$ cat config.mk
export PLATFORM = sky130hd
export DESIGN_NAME = uart_bus_bridge
export DESIGN_NICKNAME = d
export VERILOG_FILES = /design/src/rtl/uart_bus_bridge.sv
export SDC_FILE = /design/constraint.sdc
export NUM_CORES = 1
export LEC_CHECK = 0
export CAP_MARGIN = 20
export CORE_UTILIZATION = 40
export DETAILED_ROUTE_END_ITERATION = 7
export HOLD_SLACK_MARGIN = 0.1
export PLACE_DENSITY = 0.61
export SKIP_LAST_GASP = 1
export SLEW_MARGIN = 20
export SYNTH_ARGS = -nofsm -noshare
export SYNTH_HDL_FRONTEND = slang
export SYNTH_SLANG_ARGS = --single-unit
$ cat constraint.sdc
create_clock -name clk -period 12.9 [get_ports clk]
set_input_delay 1.29 -clock clk [delete_from_list [all_inputs] [get_ports clk]]
set_output_delay 1.29 -clock clk [all_outputs]
set_load 0.05 [all_outputs]
$ cat src/rtl/uart_bus_bridge.sv
// uart_bus_bridge
// Host-side bridge that turns UART command byte streams into single 32-bit
// accesses on the peripheral bus and returns the status byte and any read
// data as UART transmit bytes.
//
// Command stream: CMD, ADDR[15:8], ADDR[7:0], then DATA[31:24..7:0] for writes.
//   CMD[7]   1 = write, 0 = read
//   CMD[6:4] must be 000, otherwise status 0x02 is returned with no bus access
//   CMD[3:0] byte lanes
// Response: status byte (0x00 ok, 0x01 bus timeout, 0x02 bad command),
//           followed by four read-data bytes (MSB first) for a successful read.
//
// Ports
//   clk, rst                  clock, asynchronous active-high reset
//   rxData/rxValid            received byte strobe (no backpressure)
//   txData/txValid/txReady    transmit byte handshake
//   peripheralEnable, peripheralBus_*   bus initiator signals
//   bridgeActive              high whenever the bridge is not idle
//   rxOverrun                 sticky flag: a byte arrived while not accepting
module uart_bus_bridge #(
    parameter int TIMEOUT_CYCLES = 1024,
    parameter int IDLE_CYCLES    = 65535
) (
    input  logic        clk,
    input  logic        rst,
    input  logic [7:0]  rxData,
    input  logic        rxValid,
    output logic [7:0]  txData,
    output logic        txValid,
    input  logic        txReady,
    output logic        peripheralEnable,
    output logic        peripheralBus_we,
    output logic        peripheralBus_oe,
    input  logic        peripheralBus_busy,
    output logic [15:0] peripheralBus_address,
    output logic [3:0]  peripheralBus_byteSelect,
    output logic [31:0] peripheralBus_dataWrite,
    input  logic [31:0] peripheralBus_dataRead,
    output logic        bridgeActive,
    output logic        rxOverrun
);

    localparam int BUSY_W = (TIMEOUT_CYCLES > 1) ? $clog2(TIMEOUT_CYCLES) : 1;
    localparam logic [BUSY_W-1:0] BUSY_LAST = BUSY_W'(TIMEOUT_CYCLES - 1);
    localparam logic [15:0]       IDLE_LAST = 16'(IDLE_CYCLES - 1);

    typedef enum logic [2:0] {
        S_IDLE        = 3'd0,
        S_ADDR_H      = 3'd1,
        S_ADDR_L      = 3'd2,
        S_DATA        = 3'd3,
        S_BUS         = 3'd4,
        S_RESP_STATUS = 3'd5,
        S_RESP_DATA   = 3'd6
    } state_e;

    state_e            state_q, state_d;
    logic [7:0]        cmd_q, cmd_d;
    logic [15:0]       addr_q, addr_d;
    logic [31:0]       wdata_q, wdata_d;
    logic [31:0]       rdata_q, rdata_d;
    logic [7:0]        status_q, status_d;
    logic [1:0]        byte_cnt_q, byte_cnt_d;
    logic [15:0]       idle_cnt_q, idle_cnt_d;
    logic [BUSY_W-1:0] busy_cnt_q, busy_cnt_d;
    logic              rx_overrun_q, rx_overrun_d;

    // Output registers, loaded from the next-state view so outputs track the state exactly.
    logic              en_q, en_d;
    logic              we_q, we_d;
    logic              oe_q, oe_d;
    logic [15:0]       bus_addr_q, bus_addr_d;
    logic [3:0]        bus_bs_q, bus_bs_d;
    logic [31:0]       bus_wdata_q, bus_wdata_d;
    logic              tx_valid_q, tx_valid_d;
    logic [7:0]        tx_data_q, tx_data_d;
    logic              active_q, active_d;

    logic              tx_fire_s;
    logic              bus_sel_s;

    assign tx_fire_s = tx_valid_q & txReady;

    // Next-state, command capture, counters and sticky overrun flag.
    always_comb begin
        state_d      = state_q;
        cmd_d        = cmd_q;
        addr_d       = addr_q;
        wdata_d      = wdata_q;
        rdata_d      = rdata_q;
        status_d     = status_q;
        byte_cnt_d   = byte_cnt_q;
        idle_cnt_d   = idle_cnt_q;
        busy_cnt_d   = busy_cnt_q;
        rx_overrun_d = rx_overrun_q;
        case (state_q)
            S_IDLE: begin
                idle_cnt_d = 16'd0;
                busy_cnt_d = {BUSY_W{1'b0}};
                byte_cnt_d = 2'd0;
                if (rxValid) begin
                    cmd_d = rxData;
                    if (rxData[6:4] != 3'b000) begin
                        status_d = 8'h02;
                        state_d  = S_RESP_STATUS;
                    end else begin
                        state_d  = S_ADDR_H;
                    end
                end else begin
                    state_d = S_IDLE;
                end
            end
            S_ADDR_H, S_ADDR_L, S_DATA: begin
                // A byte arriving on the expiry cycle is still accepted.
                if (rxValid) begin
                    idle_cnt_d = 16'd0;
                    case (state_q)
                        S_ADDR_H: begin
                            addr_d[15:8] = rxData;
                            state_d      = S_ADDR_L;
                        end
                        S_ADDR_L: begin
                            addr_d[7:0] = rxData;
                            byte_cnt_d  = 2'd0;
                            if (cmd_q[7]) begin
                                state_d = S_DATA;
                            end else begin
                                state_d = S_BUS;
                            end
                        end
                        default: begin
                            wdata_d    = {wdata_q[23:0], rxData};
                            byte_cnt_d = byte_cnt_q + 2'd1;
                            if (byte_cnt_q == 2'd3) begin
                                state_d = S_BUS;
                            end else begin
                                state_d = S_DATA;
                            end
                        end
                    endcase
                end else if (idle_cnt_q == IDLE_LAST) begin
                    idle_cnt_d = 16'd0;
                    state_d    = S_IDLE;
                end else begin
                    idle_cnt_d = idle_cnt_q + 16'd1;
                end
            end
            S_BUS: begin
                // Completion takes priority over timeout on the same cycle.
                if (!peripheralBus_busy) begin
                    if (!cmd_q[7]) begin
                        rdata_d = peripheralBus_dataRead;
                    end else begin
                        rdata_d = rdata_q;
                    end
                    status_d   = 8'h00;
                    busy_cnt_d = {BUSY_W{1'b0}};
                    state_d    = S_RESP_STATUS;
                end else if (busy_cnt_q == BUSY_LAST) begin
                    status_d   = 8'h01;
                    busy_cnt_d = {BUSY_W{1'b0}};
                    state_d    = S_RESP_STATUS;
                end else begin
                    busy_cnt_d = busy_cnt_q + {{(BUSY_W-1){1'b0}}, 1'b1};
                end
            end
            S_RESP_STATUS: begin
                if (tx_fire_s) begin
                    if ((status_q == 8'h00) && !cmd_q[7]) begin
                        byte_cnt_d = 2'd0;
                        state_d    = S_RESP_DATA;
                    end else begin
                        state_d    = S_IDLE;
                    end
                end else begin
                    state_d = S_RESP_STATUS;
                end
            end
            S_RESP_DATA: begin
                if (tx_fire_s) begin
                    byte_cnt_d = byte_cnt_q + 2'd1;
                    if (byte_cnt_q == 2'd3) begin
                        state_d = S_IDLE;
                    end else begin
                        state_d = S_RESP_DATA;
                    end
                end else begin
                    state_d = S_RESP_DATA;
                end
            end
            default: begin
                state_d = S_IDLE;
            end
        endcase

        if (rxValid && ((state_q == S_BUS) || (state_q == S_RESP_STATUS) ||
                        (state_q == S_RESP_DATA))) begin
            rx_overrun_d = 1'b1;
        end else begin
            rx_overrun_d = rx_overrun_q;
        end
    end

    // Output values for the coming cycle; bus signals are forced to 0 outside BUS.
    always_comb begin
        bus_sel_s   = (state_d == S_BUS);
        en_d        = bus_sel_s;
        we_d        = bus_sel_s & cmd_d[7];
        oe_d        = bus_sel_s & ~cmd_d[7];
        bus_addr_d  = bus_sel_s ? addr_d : 16'h0000;
        bus_bs_d    = bus_sel_s ? cmd_d[3:0] : 4'h0;
        bus_wdata_d = bus_sel_s ? wdata_d : 32'h0000_0000;
        tx_valid_d  = (state_d == S_RESP_STATUS) || (state_d == S_RESP_DATA);
        active_d    = (state_d != S_IDLE);
        tx_data_d   = 8'h00;
        case (state_d)
            S_RESP_STATUS: tx_data_d = status_d;
            S_RESP_DATA: begin
                case (byte_cnt_d)
                    2'd0:    tx_data_d = rdata_d[31:24];
                    2'd1:    tx_data_d = rdata_d[23:16];
                    2'd2:    tx_data_d = rdata_d[15:8];
                    default: tx_data_d = rdata_d[7:0];
                endcase
            end
            default: tx_data_d = 8'h00;
        endcase
    end

    // State, datapath and output registers.
    always_ff @(posedge clk or posedge rst) begin
        if (rst) begin
            state_q      <= S_IDLE;
            cmd_q        <= 8'h00;
            addr_q       <= 16'h0000;
            wdata_q      <= 32'h0000_0000;
            rdata_q      <= 32'h0000_0000;
            status_q     <= 8'h00;
            byte_cnt_q   <= 2'd0;
            idle_cnt_q   <= 16'd0;
            busy_cnt_q   <= {BUSY_W{1'b0}};
            rx_overrun_q <= 1'b0;
            en_q         <= 1'b0;
            we_q         <= 1'b0;
            oe_q         <= 1'b0;
            bus_addr_q   <= 16'h0000;
            bus_bs_q     <= 4'h0;
            bus_wdata_q  <= 32'h0000_0000;
            tx_valid_q   <= 1'b0;
            tx_data_q    <= 8'h00;
            active_q     <= 1'b0;
        end else begin
            state_q      <= state_d;
            cmd_q        <= cmd_d;
            addr_q       <= addr_d;
            wdata_q      <= wdata_d;
            rdata_q      <= rdata_d;
            status_q     <= status_d;
            byte_cnt_q   <= byte_cnt_d;
            idle_cnt_q   <= idle_cnt_d;
            busy_cnt_q   <= busy_cnt_d;
            rx_overrun_q <= rx_overrun_d;
            en_q         <= en_d;
            we_q         <= we_d;
            oe_q         <= oe_d;
            bus_addr_q   <= bus_addr_d;
            bus_bs_q     <= bus_bs_d;
            bus_wdata_q  <= bus_wdata_d;
            tx_valid_q   <= tx_valid_d;
            tx_data_q    <= tx_data_d;
            active_q     <= active_d;
        end
    end

    assign peripheralEnable         = en_q;
    assign peripheralBus_we         = we_q;
    assign peripheralBus_oe         = oe_q;
    assign peripheralBus_address    = bus_addr_q;
    assign peripheralBus_byteSelect = bus_bs_q;
    assign peripheralBus_dataWrite  = bus_wdata_q;
    assign txValid                  = tx_valid_q;
    assign txData                   = tx_data_q;
    assign bridgeActive             = active_q;
    assign rxOverrun                = rx_overrun_q;

endmodule

==> run_results.csv, run 1 <==
group,metric,value,unit
run_status,status,"completed",
power_and_ir_drop,leakage,0.004268,uW
synth,ys_ff_latch,190,
sta,worst_slew_margin_rel,36.26,%
setup_path,endpoint_kind,"flop",
clock_network,postCtsSetupRepairBufs,0,
finish,drive_gt1_share,18.83,%
setup_path,start_kind,"input pin",
global_routing,grt_util_met3,5.944,%
die,start_util,41.16,%
clock_network,cts_hold_buf,0,
global_routing,gr-total-overflow,0,
route,drt-vias-per-instance,4.930,
finish,antennaDiodeCount,0,
sta,skew,0.01228,ns
sta,fmaxAchievable,303.1,MHz
synth,synth_area,7751,um2
placement,gp_congestion,0.8403,
route,first_iter_violations,252,
clock_network,cts.sinks,190,
synth,synth_top_family_by_area,"simple AND/OR/NAND/NOR gates",
synth,synth-adder-area-share,0.6457,%
route,post_drt_wl_per_cell,16.49,um
global_routing,grt_use_met1,21.63,%
flow_run,cap_viol_max_count,0,
synth,synth_xor_area_share,1.130,%
setup_path,path_max_fanout,32,
clock_network,cts_tree,"built",
sta,layout_setup_ws,9.601,ns
synth,async_flop_share,100.0,%
route,detail-route-antenna-nets,0,
route,vias,4817,
clock_network,clockRootBuffer,"clkbuf_16",
placement,dp_worst_setup_slack,8.866,ns
global_routing,top_usage_layer,"met2",
synth,synth_compound_area_share,6.570,%
finish,fillers,1631,
global_routing,grt.total_usage,17.62,%
clock_network,clk_pin_slew,0.07,ns
sta,fin_crit,3.299,ns
placement,port_buffers,110,
route,firstDrtPassIters,4,
power_and_ir_drop,ir_drop,0.1542,mV
sta,finalMaxSlewViolations,0,
synth,avgSynthCellArea,12.92,um2
min_path,min_path_type,"flop to flop",
global_routing,grt_max_degree,115,
power_and_ir_drop,power.density,230.1,nW/um2
synth,synth-seq-area-share,61.34,%
finish,fin_nets,753,
clock_network,clockBufferDepth,2,
die,die_area,19940,um2
die,core_area,18830,um2
synth,syn_inst,600,
clock_network,clk_latency,0.43,ns
global_routing,grt_pass1_wl,27.17,mm
die,die_h,141.2,um
die,fp.dieW,141.2,um
global_routing,use_met2,28.95,%
synth,yosys_most_used_dff,"dfrtp_1",
synth,synthMuxAreaShare,13.38,%
synth,ys_types,58,
finish,syn_to_final_growth,24.97,%
synth,yosysWarnings,0,
sta,rsz0062_at_grt,"no",
die,rows,50,
sta,period_share,25.57,%
setup_path,cp.arrival,3.60,ns
sta,worst_pin_slew,0.9561,ns
sta,setup_viol,0,
clock_network,cts_resized,0,
sta,final_hold_viol_count,0,
route,wirelength,16.11,mm
route,drc,0,
setup_path,required,13.20,ns
clock_network,htreeDepth,4,
placement,dp_hpwl,10.69,mm
die,io_pins,111,
setup_path,critical_path_class,"input pin to flop",
clock_network,cts_buffers,17,
synth,synth_edf_count,0,
synth,synth_simple_gate_area_share,14.54,%
global_routing,grt_pass1_vias,5223,
global_routing,antenna_found_initial,1,
synth,syn_nets,649,
sta,setup_tns,0,ns
==> through the flow <==
| stage | utilization [%] | cell area (um2) | std cells | hold slack [ns] | total power [uW] |
|---|---|---|---|---|---|
| 3_5_place_dp | 48.14 | 9065 | 945 | 0.4732 | 1702 |
| 2_1_floorplan | - | 7751 | 600 | 0.4509 | 1464 |
| 6_report | 51.44 | 9687 | 977 | 0.4829 | 2229 |
| 4_1_cts | 51.42 | 9682 | 977 | 0.4887 | 2254 |
| 5_1_grt | 51.44 | 9687 | 977 | 0.5022 | 2363 |
| 3_3_place_gp | 48.14 | 9065 | 945 | 0.4549 | 1678 |
==> cell usage in the layout (no fill, tap or decap), types with 4 or more instances in the layout <==
cell,count
nand3b_1,6
nand4_1,7
xnor2_1,4
a21oi_1,5
nand2b_1,4
nor3_1,6
ha_1,4
and3_1,8
o221ai_1,8
dfrtp_1,190
nor2_1,26
nor2b_1,71
or3_1,5
inv_1,11
a21o_1,4
o21ai_1,8
a31oi_1,4
nand2_1,25
mux2_2,85
xor2_1,6
inv_8,6
clkbuf_16,17
mux2i_1,8
clkdlybuf4s50_1,110
nand3_1,10
o21ai_0,26
==> state kept, by name, indices dropped and copies added, names as in the netlist, 2 cells and up <==
signal / flops
addr_q: 16
rdata_q: 32
cmd_q: 5
status_q: 8
peripheralBus_address: 16
txData: 8
state_q: 3
peripheralBus_byteSelect: 4
busy_cnt_q: 10
idle_cnt_q: 16
peripheralBus_dataWrite: 32
wdata_q: 32
byte_cnt_q: 2
==> power by group <==
group	leakage, uW	internal, uW	total, uW	switching (uW)
Clock	0.000296	301	545	245
Combinational	0.00148	321	806	485
Sequential	0.00249	782	878	95.7
==> Yosys cell counts, types with 7 or more instances <==
master	instances	area [um2]
nor2b_1	72	450.4
nor2_1	26	97.59
nand2_1	25	93.84
mux2_2	85	957.2
mux2i_1	8	80.08
and3_1	8	50.05
nand4_1	7	43.79
o21ai_1	8	40.04
nand3_1	10	50.05
o21ai_0	26	130.1
inv_1	12	45.04
buf_2	18	90.09
o221ai_1	8	70.07
dfrtp_1	190	4755
==> path summary, 6_finish.rpt <==
path                                     from             end  slack [ns]  cells after the start
max reg2reg                        state_q[2]       txData[4]       10.00                      6
max                        peripheralBus_busy       txData[4]        9.60                      7
min in group asynchronous                 rst  idle_cnt_q[13]        1.40                      2
min reg2reg                         rxOverrun       rxOverrun        0.48                      1
max in group asynchronous                 rst        cmd_q[7]       10.08                      3
min                                 rxOverrun       rxOverrun        0.48                      1
==> per-layer routing <==
| metal | vias up | part of all wire (%) |
|---|---|---|
| met1 | 2404 | 44 |
| met4 | 0 | 1.2 |
| met3 | 12 | 6.9 |
| met5 | - | 0 |
| met2 | 103 | 48 |
| li1 | 2298 | - |
==> cells by family after synthesis <==
logic type,after synthesis
AND/OR/NAND/NOR,192
flip-flops,190
multiplexers,93
AO/OA/AOI/OAI,72
buffers and inverters,39
XOR/XNOR,10
adder cells (fa/ha/maj),4
==> layout make-up <==
type	count	area, um2	share of cell area [%]
clock inverter	13	173.9	1.795
tap	260	325.3	3.358
multi-input combinational	371	2821	29.13
clock buffer	19	442.9	4.572
inverter	12	52.55	0.5425
timing repair buffer	112	1116	11.52
sequential	190	4755	49.08
==> critical path, stage by stage <==
cell             delay (ns)
clkdlybuf4s50_1        0.49
nor4b_1                0.38
nor2b_2                0.21
buf_4                  0.38
mux2_2                 0.40
o221ai_1               0.32
o21ai_1                0.12
Power figures use the tool's default switching activity.
==> inputs of run 2 (changes only) <==
--- a/config.mk
+++ b/config.mk
@@ -9,7 +9,7 @@
 export CORE_UTILIZATION = 40
 export DETAILED_ROUTE_END_ITERATION = 7
 export HOLD_SLACK_MARGIN = 0.1
-export PLACE_DENSITY = 0.61
+export PLACE_DENSITY = 0.63
 export SKIP_LAST_GASP = 1
 export SLEW_MARGIN = 20
 export SYNTH_ARGS = -nofsm -noshare
==> constraint.sdc (replaced) <==
create_clock -name clk -period 2.9 [get_ports clk]
set_input_delay 0.29 -clock clk [delete_from_list [all_inputs] [get_ports clk]]
set_output_delay 0.29 -clock clk [all_outputs]
set_load 0.05 [all_outputs]
==> run 2 against run 1 <==
Net effect: power grew to 4.4 times the previous value; combinational power grew to 4.8 times the previous value; via count is 2.2% higher; routed wire length is 2.0% higher; largest cell class unchanged; final cell count is 1.3% higher; design area is 1.1% higher; flip-flop and latch count stayed put.
==> run_results.csv, run 2 (synthesis gave the netlist of run 1 again) <==
group,metric,value,unit
run_status,status,"completed",
global_routing,antenna_found_initial,0,
power_and_ir_drop,seq_power_share,38.6,%
setup_path,max_stage_delay,0.56,ns
route,drt-vias-per-instance,4.972,
route,drc,0,
power_and_ir_drop,power.density,1008,nW/um2
power_and_ir_drop,p_comb_share,38.8,%
finish,fillers,1644,
sta,layout_setup_ws,0.4939,ns
finish,final_cell_mix,"190 x dfrtp_1, 110 x clkdlybuf4s50_1, 85 x mux2_2",
sta,finalMaxSlewViolations,0,
sta,final_hold_viol_count,0,
placement,dp.cells,958,
flow_run,cap_viol_max_count,0,
clock_network,cts_hold_buf,0,
die,start_util,41.16,%
route,detail-route-antenna-nets,0,
setup_path,cp.arrival,2.71,ns
clock_network,cts_resized,0,
power_and_ir_drop,clock_power_share,22.6,%
die,die_h,141.2,um
finish,antennaDiodeCount,0,
route,vias,4922,
finish,drive_gt1_share,20.27,%
setup_path,required,3.21,ns
power_and_ir_drop,power.internal,6204,uW
power_and_ir_drop,ir_drop,0.6280,mV
sta,skew,0.007958,ns
clock_network,htreeDepth,4,
power_and_ir_drop,leakage,0.004327,uW
global_routing,grt.total_usage,17.76,%
setup_path,crit_family,"simple AND/OR/NAND/NOR gates",
setup_path,cp.depth,6,
setup_path,reg2reg_depth,6,
setup_path,start_kind,"flop",
global_routing,grt_max_degree,56,
clock_network,cts_buffers,17,
sta,fin_crit,2.406,ns
placement,dp_worst_setup_slack,0.2264,ns
die,core_area,18830,um2
setup_path,path_max_fanout,10,
die,io_pins,111,
sta,worst_pin_slew,0.7944,ns
sta,fmaxAchievable,415.6,MHz
setup_path,reg2reg_to,"txData[4]",
route,firstDrtPassIters,4,
die,fp.dieW,141.2,um
setup_path,critical_path_class,"flop to flop",
global_routing,gr-total-overflow,0,
setup_path,endpoint_kind,"flop",
global_routing,grt_pass1_vias,5223,
finish,layout_commonest_cell,"dfrtp_1",
die,die_area,19940,um2
min_path,min_path_type,"input pin to async pin",
clock_network,cts_tree,"built",
sta,rsz0062_at_grt,"no",
placement,port_buffers,110,
die,rows,50,
power_and_ir_drop,p_sw,3669,uW
route,wirelength,16.44,mm
clock_network,cts.sinks,190,
setup_path,crit_chain,"or4_4 -> nor4_4 -> o32a_2 -> nand2_4 -> o221ai_1 -> o21ai_1",
power_and_ir_drop,swShare,37.16,%
clock_network,clockRootBuffer,"clkbuf_16",
clock_network,clockBufferDepth,2,
placement,dp_hpwl,11.38,mm
finish,syn_to_final_growth,26.36,%
setup_path,critical_path_buf_inv_count,0,
placement,gp_congestion,0.7996,
setup_path,crit-reg2reg-launch,"status_q[0]",
clock_network,postCtsSetupRepairBufs,0,
finish,fin_nets,766,
route,post_drt_wl_per_cell,16.60,um
clock_network,clk_pin_slew,0.07,ns
sta,worst_slew_margin_rel,47.04,%
global_routing,grt_pass1_wl,27.23,mm
setup_path,critPathSlowestCell,"or4_4",
sta,setup_tns,0,ns
finish,final_core_util,52.01,%
route,first_iter_violations,183,
finish,finalNonFillerCells,990,
setup_path,r2r_setup_slack,0.49,ns
sta,setup_viol,0,
clock_network,clk_latency,0.43,ns
sta,period_share,82.97,%
## run 2: through the flow
step | area (um2) | total power (uW) | hold slack (ns)
6_report | 9794 | 9873 | 0.2960
3_5_place_dp | 9221 | 7722 | 0.4685
2_1_floorplan | 7755 | 6512 | 0.4395
3_3_place_gp | 9221 | 7614 | 0.4554
5_1_grt | 9794 | 10460 | 0.3354
4_1_cts | 9794 | 10000 | 0.3040
## run 2: per-layer routing
layer  routed length [um]  up-vias  share of wire (%)  GRT usage, %
met5                    0        -                  0             0
met4                  260        0                1.6         5.892
met3                 1054       19                6.4         5.808
met2                 8018      117                 49         29.49
met1                 7102     2470                 43         21.80
li1                     -     2316                  -             -
## run 2: worst max-delay path by stage
stage	slack (ns)	endpoint	start
after floorplan	0.16	addr_q[0]	rst
after global placement	0.20	txData[4]	peripheralBus_busy
after detailed placement	0.23	txData[4]	peripheralBus_busy
after CTS	0.45	txData[4]	status_q[0]
after global routing	0.38	txData[4]	status_q[0]
final	0.49	txData[4]	status_q[0]
## run 2: layout make-up
type	instances	area, um2	share of cell area (%)
Timing Repair Buffer	125	1276	13.03
Sequential cell	190	4755	48.54
Inverter	12	48.80	0.4982
Clock buffer	20	456.7	4.663
Tap cell	260	325.3	3.321
Clock inverter	12	116.4	1.188
Multi-Input combinational cell	371	2816	28.76
## run 2: power groups by stage
stage | clock (uW) | sequential, uW | combinational [uW]
after floorplan | 0 | 4620 | 1890
after global placement | 0 | 3840 | 3770
after detailed placement | 0 | 3870 | 3850
after CTS | 2310 | 3830 | 3870
after global routing | 2420 | 3910 | 4130
final | 2230 | 3810 | 3830
==> edit 1 (settings of run 2) <==
One comparison of `idle_cnt_q` changes from == to >=.
--- a/src/rtl/uart_bus_bridge.sv
+++ b/src/rtl/uart_bus_bridge.sv
@@ -138,7 +138,7 @@
                             end
                         end
                     endcase
-                end else if (idle_cnt_q == IDLE_LAST) begin
+                end else if (idle_cnt_q >= IDLE_LAST) begin
                     idle_cnt_d = 16'd0;
                     state_d    = S_IDLE;
                 end else begin
Formal check against the unedited RTL: no difference found for any inputs over 4 cycles, from zero or initial values and one cycle with rst high; that may be too few to reach the edited logic, so the function may still have changed.
==> edit 1 against run 2 <==
  * Power grew 1.1%
  * Sequential cell count is the same
  * Via count grew 13%
  * Wire length grew 8.5%
  * Area after synthesis grew 2.3%
  * Clock power grew 8%
  * Design area grew 2.0%
  * Worst setup slack lost 0.22 ns
  * Critical endpoint is now peripheralBus_byteSelect[0]$_DFF_PP0_
  * Largest cell class unchanged
==> edit 1: results (changes against run 2) <==
stage;metric;value;unit;change
power_and_ir_drop;switching share of power;0.3722;;+0.0005114
cells_and_area;Seq/total area;0.4758;;-0.009604
run_status;status;complete, no violations;;
synthesis;count of cell types in the netlist;63;;+8.6%
place;GP Congestion;0.8639;;+8.0%
global_routing;wire length of the first global-routing pass;29.28;mm;+7.5%
global_routing;Tot GR Track Use;0.1865;;+0.008938
critical_path;crit-path max FO;55;;+45
cells_and_area;# clk buffers;18;;-10%
synthesis;most frequent cells after synthesis;dfrtp_1 (190), nand2_1 (133), mux2_2 (43);;
cells_and_area;Buffers, non-clock;133;;+6.4%
critical_path;Worst path max stage delay;0.52;ns;-0.04 ns
global_routing;M2 GR Usage;0.2949;;about the same
synthesis;Synth Area in Compound Gates;0.07244;;+0.006745
global_routing;vias in the first global route;5703;;+9.2%
cells_and_area;Non-CTS inverters;10;;-2
critical_path;CP max-delay cell;or3_1;;
detailed_routing;met2 routed WL;8.677;mm;+8.2%
sta;Clock Skews;0.007480;ns;-0.0004780 ns
place;Detailed Place HPWL;12.11;mm;+6.4%
cells_and_area;Final #Nets;857;;+12%
synthesis;Post-Syn Nets;739;;+14%
power_and_ir_drop;Psw;3.716;mW;+1.3%
cells_and_area;ratio of cells with drive above 1 in the final layout;0.1523;;-0.05049
cells_and_area;number of fill cells;1724;;+4.9%
cells_and_area;Clock buf/inv share;0.06148;;+0.002975
power_and_ir_drop;Max VDD drop;0.4465;mV;-29%
cells_and_area;n_diodes;0;;unchanged
detailed_routing;initial DRC count;294;;+61%
clock_tree;total CTS buffers;17;;unchanged
cells_and_area;Non-clock buffer share;0.1325;;+0.002181
cells_and_area;multi-input gate share of the layout cell area;0.2929;;+0.005330
global_routing;GR met3 Demand/Resource;0.03789;;-0.02019
detailed_routing;Metal-1 WL;8.156;mm;+15%
cells_and_area;Reg area;0.004755;mm2;unchanged
power_and_ir_drop;Clk network pwr share;0.241;;+0.015
detailed_routing;via count;5564;;+13%
place;placed cell areas;0.009378;mm2;+1.7%
die;n_taps;265;;+1.9%
detailed_routing;DRT Wirelength;17.83;mm;+8.5%
global_routing;GR Util met1;0.2553;;+0.03724
cells_and_area;fin cells;1086;;+9.7%
synthesis;top cells by area, synth;dfrtp_1 (60%), nand2_1 (6.3%), mux2_2 (6.1%);;
synthesis;XOR/XNOR Fraction of Synth Area;0.008838;;-0.002461
synthesis;post-synthesis mux area share;0.09012;;-0.04370
detailed_routing;met3 WL;723;um;-31%
synthesis;synthesized-area fraction occupied by adder cells;0.006313;;-0.0001437
cells_and_area;Multi-input comb cells;456;;+23%
detailed_routing;drt pass-1 iters;5;;+1
sta;Max transition margin;0.4555;;-0.01492
critical_path;crit path DAT;2.95;ns;+0.24 ns
synthesis;Syn Area/Cell;11.49;um2;-11%
synthesis;sequential fraction of the synthesis area;0.5997;;-0.01365
## edit 1: worst paths after layout
| path | startpoint | end | slack, ns | cells after the start |
|---|---|---|---|---|
| max in group asynchronous | rst | peripheralBus_dataWrite[25]$_DFF_PP0_ | 1.83 | 3 |
| min | rst | peripheralBus_dataWrite[24]$_DFF_PP0_ | 0.36 | 2 |
| max | busy_cnt_q[0]$_DFFE_PP0N_ | peripheralBus_byteSelect[0]$_DFF_PP0_ | 0.28 | 8 |
| min reg2reg | wdata_q[24]$_DFF_PP0_ | wdata_q[24]$_DFF_PP0_ | 0.48 | 2 |
| max reg2reg | busy_cnt_q[0]$_DFFE_PP0N_ | peripheralBus_byteSelect[0]$_DFF_PP0_ | 0.28 | 8 |
| min in group clk | wdata_q[24]$_DFF_PP0_ | wdata_q[24]$_DFF_PP0_ | 0.48 | 2 |
==> edit 2 (settings of run 2) <==
Without the edit above. Set the parameter `TIMEOUT_CYCLES` to 2048 (it was 1024).
--- a/src/rtl/uart_bus_bridge.sv
+++ b/src/rtl/uart_bus_bridge.sv
@@ -18,7 +18,7 @@
 //   bridgeActive              high whenever the bridge is not idle
 //   rxOverrun                 sticky flag: a byte arrived while not accepting
 module uart_bus_bridge #(
-    parameter int TIMEOUT_CYCLES = 1024,
+    parameter int TIMEOUT_CYCLES = 2048,
     parameter int IDLE_CYCLES    = 65535
 ) (
     input  logic        clk,
Formal check against the unedited RTL: no difference found for any inputs over 4 cycles, from zero or initial values and one cycle with rst high; that may be too few to reach the edited logic, so the function may still have changed.
==> edit 2 against run 2 <==
  * Wire length is 3.4% higher
  * Critical path depth is 1 higher
  * Power is 1.5% higher
  * Worst hold slack better by 0.099 ns
  * Area after synthesis is 0.36% higher
  * Clock skew is 0.0049 ns higher
  * Design area is 0.73% higher
  * Sequential cell count is 1 higher
  * Worst setup slack worse by 0.26 ns
  * Clock power is 9.4% higher
  * Die area is 0.35% higher
  * Synthesized cell count is 2.3% higher
  * Critical path type unchanged
  * Largest cell class unchanged
  * Highest routed layer unchanged
==> edit 2: results (changes against run 2) <==
stage;metric;value;unit;change
run_status;status;complete, no violations;;
global_routing;vias in the first global route;5567;;+6.6%
synthesis;Post-Syn Nets;663;;+2.2%
cells_and_area;fin cells;1010;;+2.0%
critical_path;crit path DAT;2.97;ns;+0.26 ns
place;Placed Cells;978;;+2.1%
global_routing;Tot GR Track Use;0.1826;;+0.004998
critical_path;flop-to-flop setup slack;0.23;ns;-0.26 ns
synthesis;sequential fraction of the synthesis area;0.6144;;+0.001046
critical_path;crit-path max FO;24;;+14
synthesis;top cells by area, synth;dfrtp_1 (61%), mux2_2 (8.8%), nor2b_1 (4.6%);;
sta;Final period util;0.9192;;+0.08951
synthesis;cells after synthesis;614;;+2.3%
global_routing;largest net degree at the start of global routing;151;;+170%
sta;Max transition margin;0.4599;;-0.01048
cells_and_area;number of fill cells;1656;;+0.73%
place;Detailed Place HPWL;11.24;mm;-1.2%
global_routing;wire length of the first global-routing pass;28.28;mm;+3.9%
place;placed cell areas;0.009245;mm2;+0.26%
detailed_routing;DR WL/cell;16.82;um;+1.3%
power_and_ir_drop;static leakage;4.470;nW;+3.3%
detailed_routing;via count;5101;;+3.6%
synthesis;most frequent cells after synthesis;dfrtp_1 (191), mux2_2 (61), nor2b_1 (57);;
sta;Clock Skews;0.01288;ns;+0.004918 ns
cells_and_area;Final #Nets;786;;+2.6%
power_and_ir_drop;Max VDD drop;0.6634;mV;+5.6%
place;GP Congestion;0.8202;;+2.6%
detailed_routing;initial DRC count;278;;+52%
-- edit 2: changes by cell type after synthesis, moves of 9 or more --
cell / before / now
mux2_2: 85 / 61
mux2_4: 0 / 15
nor2b_1: 72 / 57
buf_2: 18 / 7
inv_1: 12 / 23
nand2_1: 25 / 36
clkbuf_1: 5 / 14
mux2_1: 0 / 9
-- edit 2: layout make-up --
cell class | count | area (um2) | area share
well taps | 260 | 325.3 | 0.03297
multi-input cells | 370 | 2759 | 0.2796
inverters | 27 | 105.1 | 0.01065
clock inverters | 14 | 191.4 | 0.01940
repair buffers | 130 | 1276 | 0.1294
flip-flops and latches | 191 | 4780 | 0.4845
clock buffers | 18 | 429.2 | 0.04350
-- edit 2: layer usage --
| metal | wire length [um] | global-route usage | vias up |
|---|---|---|---|
| met5 | 0 | 0 | - |
| met4 | 195 | 0.06848 | 0 |
| met3 | 1280 | 0.05569 | 14 |
| met2 | 8110 | 0.2962 | 157 |
| met1 | 7404 | 0.2305 | 2549 |
| li1 | - | - | 2381 |
-- edit 2: worst paths after layout --
path	start	endpoint	cells after the start
max	state_q[2]$_DFF_PP0_	txData[6]$_DFF_PP0_	7
min in group clk	rxOverrun$_DFFE_PP0P_	rxOverrun$_DFFE_PP0P_	1
max reg2reg	state_q[2]$_DFF_PP0_	txData[6]$_DFF_PP0_	7
min	rst	peripheralBus_dataWrite[23]$_DFF_PP0_	3
max in group asynchronous	rst	peripheralBus_address[12]$_DFF_PP0_	3
min reg2reg	rxOverrun$_DFFE_PP0P_	rxOverrun$_DFFE_PP0P_	1
-- edit 2: cells by family after synthesis --
group / share of synthesized area
flip-flops: 0.6144
AND/OR/NAND/NOR: 0.1227
multiplexers: 0.1406
AO/OA/AOI/OAI: 0.07303
buffers and inverters: 0.03152
XOR/XNOR: 0.01126
adder cells (fa/ha/maj): 0.006434
-- edit 2: power breakdown --
group	total, mW	leakage [nW]	switching, mW	internal (mW)
sequential	3.78	2.51	0.316	3.46
combinational	3.80	1.65	2.30	1.50
clock	2.44	0.306	1.12	1.33
-- edit 2: worst max-delay path: stages, from the launching register on --
cell	delay, ns
dfrtp_1	0.44
inv_2	0.13
or4_4	0.78
buf_4	0.28
mux2_4	0.31
mux2_2	0.27
o221ai_1	0.21
o21ai_1	0.11
-- edit 2: per-stage QoR --
step / total power [mW] / hold WS (ns)
2_1_floorplan: 6.444 / 0.4286
3_3_place_gp: 7.531 / 0.4681
3_5_place_dp: 7.632 / 0.4781
4_1_cts: 10.13 / 0.4085
5_1_grt: 10.58 / 0.4532
6_report: 10.02 / 0.3948
